File: config.mk
export PLATFORM = sky130hd
export DESIGN_NAME = control_sequencer
export DESIGN_NICKNAME = d
export VERILOG_FILES = /design/src/rtl/control_sequencer.sv
export SDC_FILE = /design/constraint.sdc
export NUM_CORES = 1
export LEC_CHECK = 0
export ABC_CLOCK_PERIOD_IN_PS = 3800
export CAP_MARGIN = 10
export CORE_AREA = 2 2 39 41
export CTS_CLUSTER_DIAMETER = 30
export DETAILED_ROUTE_END_ITERATION = 10
export DIE_AREA = 0 0 41 43
export GPL_ROUTABILITY_DRIVEN = 0
export GPL_TIMING_DRIVEN = 0
export PLACE_DENSITY = 0.65
export SLEW_MARGIN = 20
export SYNTH_ARGS = -nofsm -noshare
export SYNTH_HDL_FRONTEND = slang
export SYNTH_SLANG_ARGS = --single-unit
File: constraint.sdc
create_clock -name clk -period 3.8 [get_ports clk]
set_clock_uncertainty 0.1 [all_clocks]
set_input_delay 0.57 -clock clk [delete_from_list [all_inputs] [get_ports clk]]
set_output_delay 0.57 -clock clk [all_outputs]
set_load 0.02 [all_outputs]
File: src/rtl/control_sequencer.sv
// Purpose: eight-phase instruction control sequencer; phase counter plus halted flag with decoded memory/datapath strobes.
// Latency: strobes are combinational from the current phase/opcode/zero/halt; phase and halt update on each clk rising edge.
// Backpressure: enab=0 freezes phase and halt (strobes keep decoding the held phase); halt=1 freezes phase until reset.
//
// Ports:
//   clk     in   1  rising-edge clock
//   rst     in   1  synchronous active-low reset
//   enab    in   1  run enable
//   opcode  in   3  HLT=0 SKZ=1 ADD=2 AND=3 XOR=4 LDA=5 STO=6 JMP=7
//   zero    in   1  accumulator-is-zero flag
//   step    in   1  single-step strobe (only when CTRL_SINGLE_STEP_EN is defined)
//   sel, rd, ld_ir, inc_pc, ld_pc, ld_ac, wr, data_e  out 1  decoded strobes
//   halt    out  1  registered halted status
//   phase   out  3  current phase
//
// Build option: define CTRL_SINGLE_STEP_EN to add the step input; phase 0->1
// then advances only on an edge where step=1.

module control_sequencer (
    input  logic       clk,
    input  logic       rst,
    input  logic       enab,
    input  logic [2:0] opcode,
    input  logic       zero,
`ifdef CTRL_SINGLE_STEP_EN
    input  logic       step,
`endif
    output logic       sel,
    output logic       rd,
    output logic       ld_ir,
    output logic       inc_pc,
    output logic       ld_pc,
    output logic       ld_ac,
    output logic       wr,
    output logic       data_e,
    output logic       halt,
    output logic [2:0] phase
);

    typedef enum logic [2:0] {
        INST_ADDR  = 3'd0,
        INST_FETCH = 3'd1,
        INST_LOAD  = 3'd2,
        IDLE       = 3'd3,
        OP_ADDR    = 3'd4,
        OP_FETCH   = 3'd5,
        ALU_OP     = 3'd6,
        STORE      = 3'd7
    } phase_t;

    localparam logic [2:0] OP_HLT = 3'd0;
    localparam logic [2:0] OP_SKZ = 3'd1;
    localparam logic [2:0] OP_ADD = 3'd2;
    localparam logic [2:0] OP_AND = 3'd3;
    localparam logic [2:0] OP_XOR = 3'd4;
    localparam logic [2:0] OP_LDA = 3'd5;
    localparam logic [2:0] OP_STO = 3'd6;
    localparam logic [2:0] OP_JMP = 3'd7;

    phase_t phase_q;
    phase_t phase_next;
    logic   halt_q;
    logic   halt_next;
    logic   aluop;
    logic   leave_inst_addr;

`ifdef CTRL_SINGLE_STEP_EN
    assign leave_inst_addr = step;
`else
    assign leave_inst_addr = 1'b1;
`endif

    assign aluop = (opcode == OP_ADD) || (opcode == OP_AND) ||
                   (opcode == OP_XOR) || (opcode == OP_LDA);

    // State register; reset wins over everything else.
    always_ff @(posedge clk) begin
        if (!rst) begin
            phase_q <= INST_ADDR;
            halt_q  <= 1'b0;
        end else begin
            phase_q <= phase_next;
            halt_q  <= halt_next;
        end
    end

    // Next-state and strobe decode.
    always_comb begin
        phase_next = phase_q;
        halt_next  = halt_q;
        sel        = 1'b0;
        rd         = 1'b0;
        ld_ir      = 1'b0;
        inc_pc     = 1'b0;
        ld_pc      = 1'b0;
        ld_ac      = 1'b0;
        wr         = 1'b0;
        data_e     = 1'b0;

        if (enab && !halt_q) begin
            if (phase_q == OP_ADDR && opcode == OP_HLT) begin
                // Halting parks the sequencer at OP_ADDR.
                halt_next = 1'b1;
            end else if (phase_q == INST_ADDR && !leave_inst_addr) begin
                phase_next = INST_ADDR;
            end else begin
                phase_next = phase_t'(phase_q + 3'd1);
            end
        end

        if (!halt_q) begin
            case (phase_q)
                INST_ADDR: begin
                    sel = 1'b1;
                end
                INST_FETCH: begin
                    sel = 1'b1;
                    rd  = 1'b1;
                end
                INST_LOAD, IDLE: begin
                    sel   = 1'b1;
                    rd    = 1'b1;
                    ld_ir = 1'b1;
                end
                OP_ADDR: begin
                    inc_pc = 1'b1;
                end
                OP_FETCH: begin
                    rd = aluop;
                end
                ALU_OP: begin
                    rd     = aluop;
                    inc_pc = (opcode == OP_SKZ) && zero;
                    ld_pc  = (opcode == OP_JMP);
                    data_e = (opcode == OP_STO);
                end
                STORE: begin
                    rd     = aluop;
                    ld_ac  = aluop;
                    // JMP raises load and increment together; the PC gives load priority.
                    inc_pc = (opcode == OP_JMP);
                    ld_pc  = (opcode == OP_JMP);
                    data_e = (opcode == OP_STO);
                    wr     = (opcode == OP_STO);
                end
                default: begin
                    sel = 1'b0;
                end
            endcase
        end
    end

    assign halt  = halt_q;
    assign phase = phase_q;

endmodule

; ---- After elaboration in Yosys (flattened, before gate mapping)
; Index checks and enable logic that the tools add are counted.
[classes]
n_mux = 16
eq_ne = 14
bitwise_logic = 1
n_reduce_logical = 16
addsub = 1
[ops]
columns = op, count
row1 = == test 3 bit (second input constant), 8
row2 = two-way mux 1 bit, 14
row3 = == test 3 x 2 -> 1 bit (second input constant), 4
row4 = == test 3 x 1 -> 1 bit (second input constant), 2
row5 = zero test 3 bit, 2
row6 = OR reduction 3 bit, 2
row7 = AND reduction 2 bit, 2
row8 = OR reduction 2 bit, 2
row9 = OR reduction 4 bit, 1
row10 = adder 3 x 1 -> 3 bit (second input constant), 1
row11 = logical AND 1 bit, 3
row12 = logical OR 1 bit, 3
row13 = one-hot mux 1 bit (3 select lines), 1
row14 = one-hot mux 1 bit (2 select lines), 1
row15 = zero test 1 bit, 1
row16 = NOT 1 bit, 1
[totals]
regBits = 4
output_inout_bits = 12
input_bits = 7
wordCells = 50

; ---- Logic depth before layout (Yosys ltp)
; Gate-level depths: netlist of the first run.
[depth]
word_depth = 6
mapped_depth = 6
mapped_depth_nobuf = 5

; ---- Worst setup path after synthesis of the first run
; OpenSTA, ideal clock, no wires.
[synth_timing]
path_type = register to output
start = reg phase_q[1], in the netlist phase[1]
end = out wr
arrival_time_ns = 1.508
path_buffers = 0
stages_incl_launch_ff = 5
setup_slack_ns = 1.622
required_ns = 3.130
cell_sequence = dfxtp_1 > ha_1 > ha_1 > nand2b_1 > nor3b_1
[synth_between]
elab_chain_cells = 3
[synth_lines]
columns = element, line
row1 = start: declaration, 60  ; phase_t phase_q;
row2 = start signal: assignment, 82  ; phase_q <= phase_next;
row3 = == test 3 bit, 112  ; case (phase_q)
row4 = two-way mux 1 bit, 112
row5 = two-way mux 1 bit, 111  ; if (!halt_q) begin
row6 = end: declaration, 34  ; output logic wr,
; Every way passes these cells.

; ---- Worst setup path after layout of the first run
[layout_timing]
start = in opcode[1]
end = out inc_pc
[layout_between]
elab_chain_cells = 4
word_cells_on_any_way = 5
[layout_lines]
columns = element, line
row1 = start: declaration, 23  ; input logic [2:0] opcode,
row2 = == test 3 x 1 -> 1 bit, 133  ; inc_pc = (opcode == OP_SKZ) && zero;
row3 = logical AND 1 bit, 133
row4 = one-hot mux 1 bit (3 select lines) (*), 112
row5 = two-way mux 1 bit (*), 111
row6 = end: declaration, 31  ; output logic inc_pc,
; Mark *: on every way between the ends. The rest lies on a longest branch, timed or not.

==> impl_metrics.toml, run 1 <==
[synth]
ys_warn_count = 0
netlist_area_sq_um = 373
avgSynthCellArea_sq_um = 7.77
synthesis.nets = 60
ys_seq_area_share_pct = 21.5
synth_cell_type_count = 22
yosys_register_bits = 4
synthCells = 48

[layout]
final_common_cell = "clkdlybuf4s50_1"
layout.nets = 83
antenna_cells = 0
final_cell_mix = "clkdlybuf4s50_1 (18), nor2_1 (7), inv_1 (5), nand3_1 (5), ha_1 (5)"
drive_gt1_share_pct = 7.25
area_growth_pct = 59.7
fillers = 162
utilization_pct = 43.0

[drt]
drt_iter0_markers = 8
dr.pass1.iters = 4
routedWlPerCell_um = 10.9
route.antenna.remaining_nets = 0
post_drt_via_cell_ratio = 4.82
via_count = 410
wirelength_um = 926
drc = 0

[power_and_ir_drop]
p_sw_uw = 47.5
ir_worst_vdd_v = 0.000135
p_leak_uw = 0.000235
powerDensity_nw_per_um2 = 259
combPwrFrac_pct = 34.0
clockPowerShare_pct = 33.0
p_int_uw = 107
seqPwrFrac_pct = 33.0
switching_share_pct = 30.8
p_total_uw = 154

[clock_network]
htreeDepth = 1
cts_hold_buffers = 0
cts_buffer_depth = 2
cts_tree = "done"
clk_pin_slew_ns = 0.04
cts_buffers = 3
clk_latency_ns = 0.23
cts_resized = 0
root_buffer = "clkbuf_4"
clkSinkCount = 4
post_cts_buffers = 0

[timing]
fmax_mhz = 326
hold_viol = 0
setup_violations = 0
rsz0062_at_grt = "false"
min_period_ns = 3.07
tightestPinTransition_ns = 0.512
post-route-period-util_pct = 80.8
relSlewSlack_pct = 65.7
final-max-slew-violation-count = 0
finalSetupTns_ns = 0

[setup_path]
crit_top_cell = "clkdlybuf4s50_1"
required_ns = 3.13
start_kind = "input pin"
path_buf_inv = 2
cp_max_fo = 7
slowest_stage = "clkdlybuf4s50_1"
slowest_delay_ns = 0.61
crit_chain = "clkdlybuf4s50_1, nor2_1, a32oi_1, o21ai_1, clkdlybuf4s50_1"
critPathArrivalTime_ns = 2.40
worstSetupPathType = "input pin to output port"
critPathTopFamily = "buffers and inverters"
crit_path_end_kind = "output port"

[hold_path]
hp-class = "flop to flop"

[die]
initial_core_util_pct = 26.9
die_w_um = 41
dieArea_sq_um = 1760
ios = 19
rows = 14
core_area_sq_um = 1380
chipHeight_um = 43

[placement]
dp_hpwl_um = 685
io_buffers = 18

[status]
status = "complete, no violations"

[grt]
grt_pass1_wl_um = 1550
first_global_vias = 377
grtUsageTotal_pct = 13.0
antenna_found_initial = 0
gr-total-overflow = 0
grt_max_degree = 10

[run]
maxCapViolCount = 0
==> cells in the mapped netlist (all sizes together) <==
master / n / area [sq um]
a2111oi: 1 / 15.0
a211o: 1 / 8.76
a211oi: 3 / 22.5
a31oi: 1 / 6.26
a32oi: 1 / 8.76
and2: 1 / 6.26
and3b: 1 / 8.76
buf: 1 / 11.3
dfxtp: 4 / 80.1
ha: 5 / 62.6
inv: 5 / 18.8
nand2: 2 / 7.51
nand2b: 2 / 12.5
nand3: 5 / 25.0
nand3b: 1 / 7.51
nand4: 2 / 12.5
nor2: 7 / 26.3
nor2b: 1 / 6.26
nor3: 1 / 5.00
nor3b: 1 / 7.51
o21ai: 1 / 5.00
xnor2: 1 / 8.76
==> metal layers <==
layer / wire length (um) / vias to the layer above / share of wire (%) / global-route usage, %
met5: 0 / - / 0 / 0
met4: 0 / 0 / 0 / 10.0
met3: 88 / 0 / 9.5 / 1.57
met2: 402 / 21 / 43 / 18.1
met1: 435 / 176 / 47 / 17.0
li1: - / 213 / - / -
==> stage by stage <==
stage	hold WS (ns)	instance area (sq um)	cells	worst slack, ns
after floorplan	0.489	373	48	1.62
after global placement	0.449	573	82	0.720
after detailed placement	0.450	573	82	0.707
after CTS	0.455	596	85	0.721
after global routing	0.526	596	85	0.577
final	0.459	596	85	0.728
==> worst paths after layout <==
check | startpoint | end | slack [ns] | depth (start not counted)
max | opcode[1] | inc_pc | 0.73 | 5
min | phase[2] | phase[2] | 0.46 | 2
max reg2reg | phase[1] | phase[0] | 2.04 | 6
min reg2reg | phase[2] | phase[2] | 0.46 | 2
==> cells by family (layout without fill, tap and decap cells) <==
family / Yosys count / in the layout / synth area share [%]
adder cells (fa/ha/maj): 5 / 5 / 16.8
AND/OR/NAND/NOR: 24 / 24 / 33.6
AO/OA/AOI/OAI: 8 / 8 / 17.8
flip-flops: 4 / 4 / 21.5
buffers and inverters: 6 / 27 / 8.05
XOR/XNOR: 1 / 1 / 2.35
==> worst register-to-register path, cell delays in order, from the launching register on <==
cell and delay [ns]:
dfxtp_1 0.47, inv_1 0.13, ha_1 0.21, and3b_1 0.18, buf_6 0.13, a2111oi_2 0.34
nand3b_1 0.14
==> flip-flops by register name, summed over array words and instances, names as in the netlist <==
| name | count |
|---|---|
| phase | 3 |
| halt | 1 |
==> power groups by stage <==
| stage | clock [uW] | combinational [uW] | sequential (uW) |
|---|---|---|---|
| after floorplan | 0 | 24.6 | 53.5 |
| after global placement | 0 | 51.9 | 51.4 |
| after detailed placement | 0 | 52.5 | 51.5 |
| after CTS | 54.1 | 52.8 | 50.8 |
| after global routing | 55.7 | 58.3 | 51.8 |
| final | 50.8 | 52.5 | 50.9 |
==> final cells by class <==
class	instances	area [sq um]	share of cell area, %
buffer	1	11.3	1.89
clock buffer	3	22.5	3.78
inverter	5	18.8	3.15
multi-input combinational	38	263	44.1
sequential	4	80.1	13.4
tap	16	20.0	3.36
timing repair buffer	18	180	30.3
Note: power is estimated with default switching activity, not from simulation.
==> inputs of run 2 (changes only) <==
--- a/config.mk
+++ b/config.mk
@@ -5,7 +5,7 @@
 export SDC_FILE = /design/constraint.sdc
 export NUM_CORES = 1
 export LEC_CHECK = 0
-export ABC_CLOCK_PERIOD_IN_PS = 3800
+export ABC_CLOCK_PERIOD_IN_PS = 2700
 export CAP_MARGIN = 10
 export CORE_AREA = 2 2 39 41
 export CTS_CLUSTER_DIAMETER = 30
@@ -13,7 +13,7 @@
 export DIE_AREA = 0 0 41 43
 export GPL_ROUTABILITY_DRIVEN = 0
 export GPL_TIMING_DRIVEN = 0
-export PLACE_DENSITY = 0.65
+export PLACE_DENSITY = 0.67
 export SLEW_MARGIN = 20
 export SYNTH_ARGS = -nofsm -noshare
 export SYNTH_HDL_FRONTEND = slang
==> constraint.sdc (replaced) <==
create_clock -name clk -period 2.7 [get_ports clk]
set_clock_uncertainty 0.1 [all_clocks]
set_input_delay 0.405 -clock clk [delete_from_list [all_inputs] [get_ports clk]]
set_output_delay 0.405 -clock clk [all_outputs]
set_load 0.02 [all_outputs]
==> run 2 against run 1 <==
  * Worst setup slack got worse by 0.64 ns
  * Die area did not move
  * Total power rose by 44%
  * Global-route usage rose by 0.33 points
  * Sequential power rose by 41%
  * Via count fell by 0.49%
  * Clock-buffer cell count did not move
  * Combinational power rose by 41%
  * Sequential share of layout area fell by 0.056 points
  * Register-to-register slack got worse by 1.1 ns
  * Clock power rose by 50%
==> impl_metrics.toml, run 2 (synthesis results as in run 1) <==
[status]
status = "complete, no violations"

[die]
dieArea_sq_um = 1760
initial_core_util_pct = 26.9
ios = 19
die_w_um = 41
core_area_sq_um = 1380
chipHeight_um = 43
rows = 14

[setup_path]
cp_max_fo = 7
worstSetupPathType = "input pin to output port"
crit_path_end_kind = "output port"
required_ns = 2.19
reg2reg_slack_ns = 0.92
crit_chain = "clkdlybuf4s50_1, nor2_2, a32oi_1, o21ai_1, clkdlybuf4s50_1"
crit_start = "opcode[1]"
reg2regPathDepth = 6
slowest_delay_ns = 0.61
path_buf_inv = 2
start_kind = "input pin"
crit_end = "inc_pc"
rr_endpoint = "phase[0]"
critPathArrivalTime_ns = 2.11
critPathTopFamily = "buffers and inverters"
reg2reg_from = "phase[1]"
crit_top_cell = "clkdlybuf4s50_1"
slowest_stage = "clkdlybuf4s50_1"
cp_num_cells = 5

[timing]
final-max-slew-violation-count = 0
rsz0062_at_grt = "false"
worst_slack_ns = 0.0880
hold_viol = 0
setup_violations = 0
fmax_mhz = 383
relSlewSlack_pct = 76.3
post-route-period-util_pct = 96.7
tightestPinTransition_ns = 0.355
hold_ws_ns = 0.455
min_period_ns = 2.61

[layout]
layout.nets = 83
fin_cells = 85
area_growth_pct = 60.4
drive_gt1_share_pct = 8.70
largest_register_ffs = 3
final_cell_mix = "clkdlybuf4s50_1 (18), nor2_1 (6), inv_1 (5), nand3_1 (5), ha_1 (5)"
fillers = 148
stdcell_area_sq_um = 598
antenna_cells = 0
final_common_cell = "clkdlybuf4s50_1"

[clock_network]
clkSinkCount = 4
clk_latency_ns = 0.24
cts_tree = "done"
root_buffer = "clkbuf_4"
htreeDepth = 1
cts_hold_buffers = 0
cts_buffers = 3
clk_pin_slew_ns = 0.04
cts_buffer_depth = 2

[grt]
antenna_found_initial = 0
grt_pass1_wl_um = 1590
first_global_vias = 369
gr-total-overflow = 0
grtUsageTotal_pct = 13.3
grt_max_degree = 10

[drt]
drc = 0
post_drt_via_cell_ratio = 4.80
route.antenna.remaining_nets = 0
routedWlPerCell_um = 11.6
dr.pass1.iters = 3
drt_iter0_markers = 10
via_count = 408
wirelength_um = 982

[placement]
pre_cts_ws_ns = -0.0523
dp.cells = 82
placed_area_sq_um = 573
io_buffers = 18
dp_hpwl_um = 709

[power_and_ir_drop]
ir_worst_vdd_v = 0.000166
p_leak_uw = 0.000235
powerDensity_nw_per_um2 = 371

[run]
maxCapViolCount = 0

[hold_path]
hp-class = "flop to flop"
min-delay-start = "phase[2]"
[run 2: cell counts in the layout (fill, tap and decap cells not counted)]
No cell type changed its count.
[run 2: repair_timing]
item                       4_1_cts  5_1_grt
setup endpoints to repair        1        0
buffers inserted                 0        0
gates resized for setup          1        0
[run 2: report_power, final]
group	switching, uW	internal (uW)	leakage [uW]	total [uW]
registers	8.43	63.3	0.0000328	71.8
logic	36.8	37.3	0.000188	74.1
clock network	26.3	49.8	0.0000138	76.1
[run 2: worst register-to-register path, cell delays in order (launching register included)]
cell and delay [ns]:
dfxtp_1 0.49, inv_1 0.13, ha_1 0.21, and3b_1 0.17, buf_6 0.13, a2111oi_2 0.35
nand3b_1 0.14
[run 2: layer usage]
metal	track usage [%]	routed length, um	vias up
met5	0	0	-
met4	10.0	21	0
met3	3.66	102	4
met2	16.6	395	20
met1	18.4	462	170
li1	-	-	214
[run 2: final cells by class]
type | count | area (sq um) | share of cell area (%)
plain buffers | 1 | 11.3 | 1.88
clock buffers | 3 | 22.5 | 3.77
inverters | 5 | 18.8 | 3.14
multi-input cells | 38 | 265 | 44.4
flip-flops and latches | 4 | 80.1 | 13.4
well taps | 16 | 20.0 | 3.35
repair buffers | 18 | 180 | 30.1
[run 2: worst min-delay path by stage]
stage	cells past startpoint	to	slack, ns
2_1_floorplan	2	phase[0]	0.46
3_3_place_gp	2	phase[2]	0.45
3_5_place_dp	2	phase[2]	0.45
4_1_cts	2	phase[2]	0.46
5_1_grt	2	phase[2]	0.51
6_report	2	phase[2]	0.45
[run 2: stage by stage]
stage	total power, uW	utilization (%)	setup TNS [ns]
floorplan	110	-	0
global placement	145	41.4	-0.0421
detailed placement	146	41.4	-0.0523
CTS	224	43.2	0
global route	235	43.2	0
finish	222	43.2	0
==> edit (flow settings as in run 2) <==
Reset style: asynchronous (`rst`), changed in one clocked block. Comments in the files are not updated.
--- a/src/rtl/control_sequencer.sv
+++ b/src/rtl/control_sequencer.sv
@@ -74,7 +74,7 @@
                    (opcode == OP_XOR) || (opcode == OP_LDA);
 
     // State register; reset wins over everything else.
-    always_ff @(posedge clk) begin
+    always_ff @(posedge clk or negedge rst) begin
         if (!rst) begin
             phase_q <= INST_ADDR;
             halt_q  <= 1'b0;
Check against the original RTL: differs if rst is asserted again (counterexample within 4 cycles, from zero or initial values and one cycle with rst low); with rst held inactive, the same outputs for 10 cycles.
==> edit against run 2 <==
Count of clock-buffer cells in the layout is the same; register-to-register slack better by 0.11 ns; sequential cell count stayed put; worst setup slack improved by 0.00061 ns; final area is 3.3% lower; wire length is 7.7% lower; synthesized area decreased by 3.4%.
Power is left out: it rests on default switching activity, and per cell area and clock period it moved more than threefold.
==> edit: results <==
metrics = {
    "placed_design": {
        "port_buffers": 18,
        "dp_cells": 73,
        "hpwl_um": 701,
    },
    "global_route": {
        "grt_pass1_wl_um": 1440,
        "grt_usage_pct": 12.2,
        "grt_max_degree": 11,
    },
    "synth": {
        "syn-num-nets": 51,
        "async_flop_share_pct": 100,
        "yosysWarnings": 0,
        "synth.distinct_cells": 21,
        "ys_seq_area_share_pct": 27.8,
        "synth_xor_area_share_pct": 4.86,
        "synth_area_leaders": "dfrtp_1, ha_1, inv_1, nor3b_4, xnor2_1",
        "synth-compound-area-share_pct": 16.0,
        "ys.flop_type": "dfrtp_1",
        "synth_commonest_cells": "ha_1, inv_1, dfrtp_1",
        "synthMuxAreaShare_pct": 3.13,
        "synthAdderAreaFrac_pct": 17.4,
        "avgSynthCellArea_sq_um": 9.24,
    },
    "sta": {
        "slew_headroom_pct": 78.4,
        "slew_viol_final": 0,
    },
    "drt": {
        "wirelength_um": 906,
        "vias_per_cell": 4.83,
        "drt_iter0_markers": 4,
    },
    "layout": {
        "final_nets": 74,
        "drive_gt1_share_pct": 13.3,
        "fin_cells": 76,
    },
    "worst_setup_path": {
        "r2r-end": "phase[1]",
        "rrSetupSlack_ns": 1.03,
        "cpLargestDelayFamily": "buffers and inverters",
        "r2r-start": "phase[1]",
        "r2r.worst_path.cells": 4,
        "worstPathMaxFanout": 4,
        "max_stage_delay_ns": 0.66,
    },
    "min_path": {
        "hp-class": "primary input to async pin",
    },
    "clock_tree": {
        "post_cts_buffers": 0,
        "clockRootBuffer": "clkbuf_4",
        "cts_htree_levels": 1,
        "path_clk_slew_ns": 0.04,
        "numCtsBuffers": 3,
        "cts_resized": 1,
    },
    "status": {
        "status": "complete, no violations",
    },
}
edit: logic make-up (layout without fill, tap and decap cells):
family | count (synthesis) | count (layout)
fa+ha+maj | 5 | 5
compound gates | 7 | 7
flops | 4 | 4
xor+xnor | 2 | 2
simple gates | 14 | 14
mux | 1 | 1
buf+inv | 6 | 27
edit: worst max-delay path by stage:
| stage | endpoint | slack, ns | startpoint | depth (start not counted) |
|---|---|---|---|---|
| after floorplan | wr | 0.58 | phase[1] | 3 |
| after global placement | inc_pc | -0.15 | opcode[1] | 5 |
| after detailed placement | inc_pc | -0.18 | opcode[1] | 5 |
| after CTS | wr | 0.10 | opcode[2] | 4 |
| after global routing | wr | 0.02 | opcode[2] | 4 |
| final | wr | 0.09 | opcode[2] | 4 |
edit: final cells by class:
cell class / instances / area (sq um) / share of cell area (%)
tap: 16 / 20.0 / 3.46
clock buffer: 3 / 22.5 / 3.90
timing repair buffer: 18 / 175 / 30.3
buffer: 1 / 5.00 / 0.866
inverter: 5 / 18.8 / 3.25
sequential: 4 / 100 / 17.3
multi-input combinational: 29 / 236 / 40.9
edit: routing by layer:
metal	track usage, %	share of wire [%]	vias up
met1	14.0	48	169
met2	18.4	46	13
li1	-	-	185
met3	3.66	5.7	0
met5	0	0	-
met4	8.00	0	0
edit: metrics by stage:
stage | hold WS, ns | setup WS, ns | TNS [ns] | area (sq um) | utilization [%]
floorplan | 0.00941 | 0.584 | 0 | 360 | -
global placement | 0.517 | -0.155 | -0.155 | 561 | 40.5
detailed placement | 0.522 | -0.182 | -0.182 | 561 | 40.5
CTS | 0.269 | 0.103 | 0 | 582 | 42.0
global route | 0.288 | 0.0195 | 0 | 578 | 41.8
finish | 0.275 | 0.0886 | 0 | 578 | 41.8
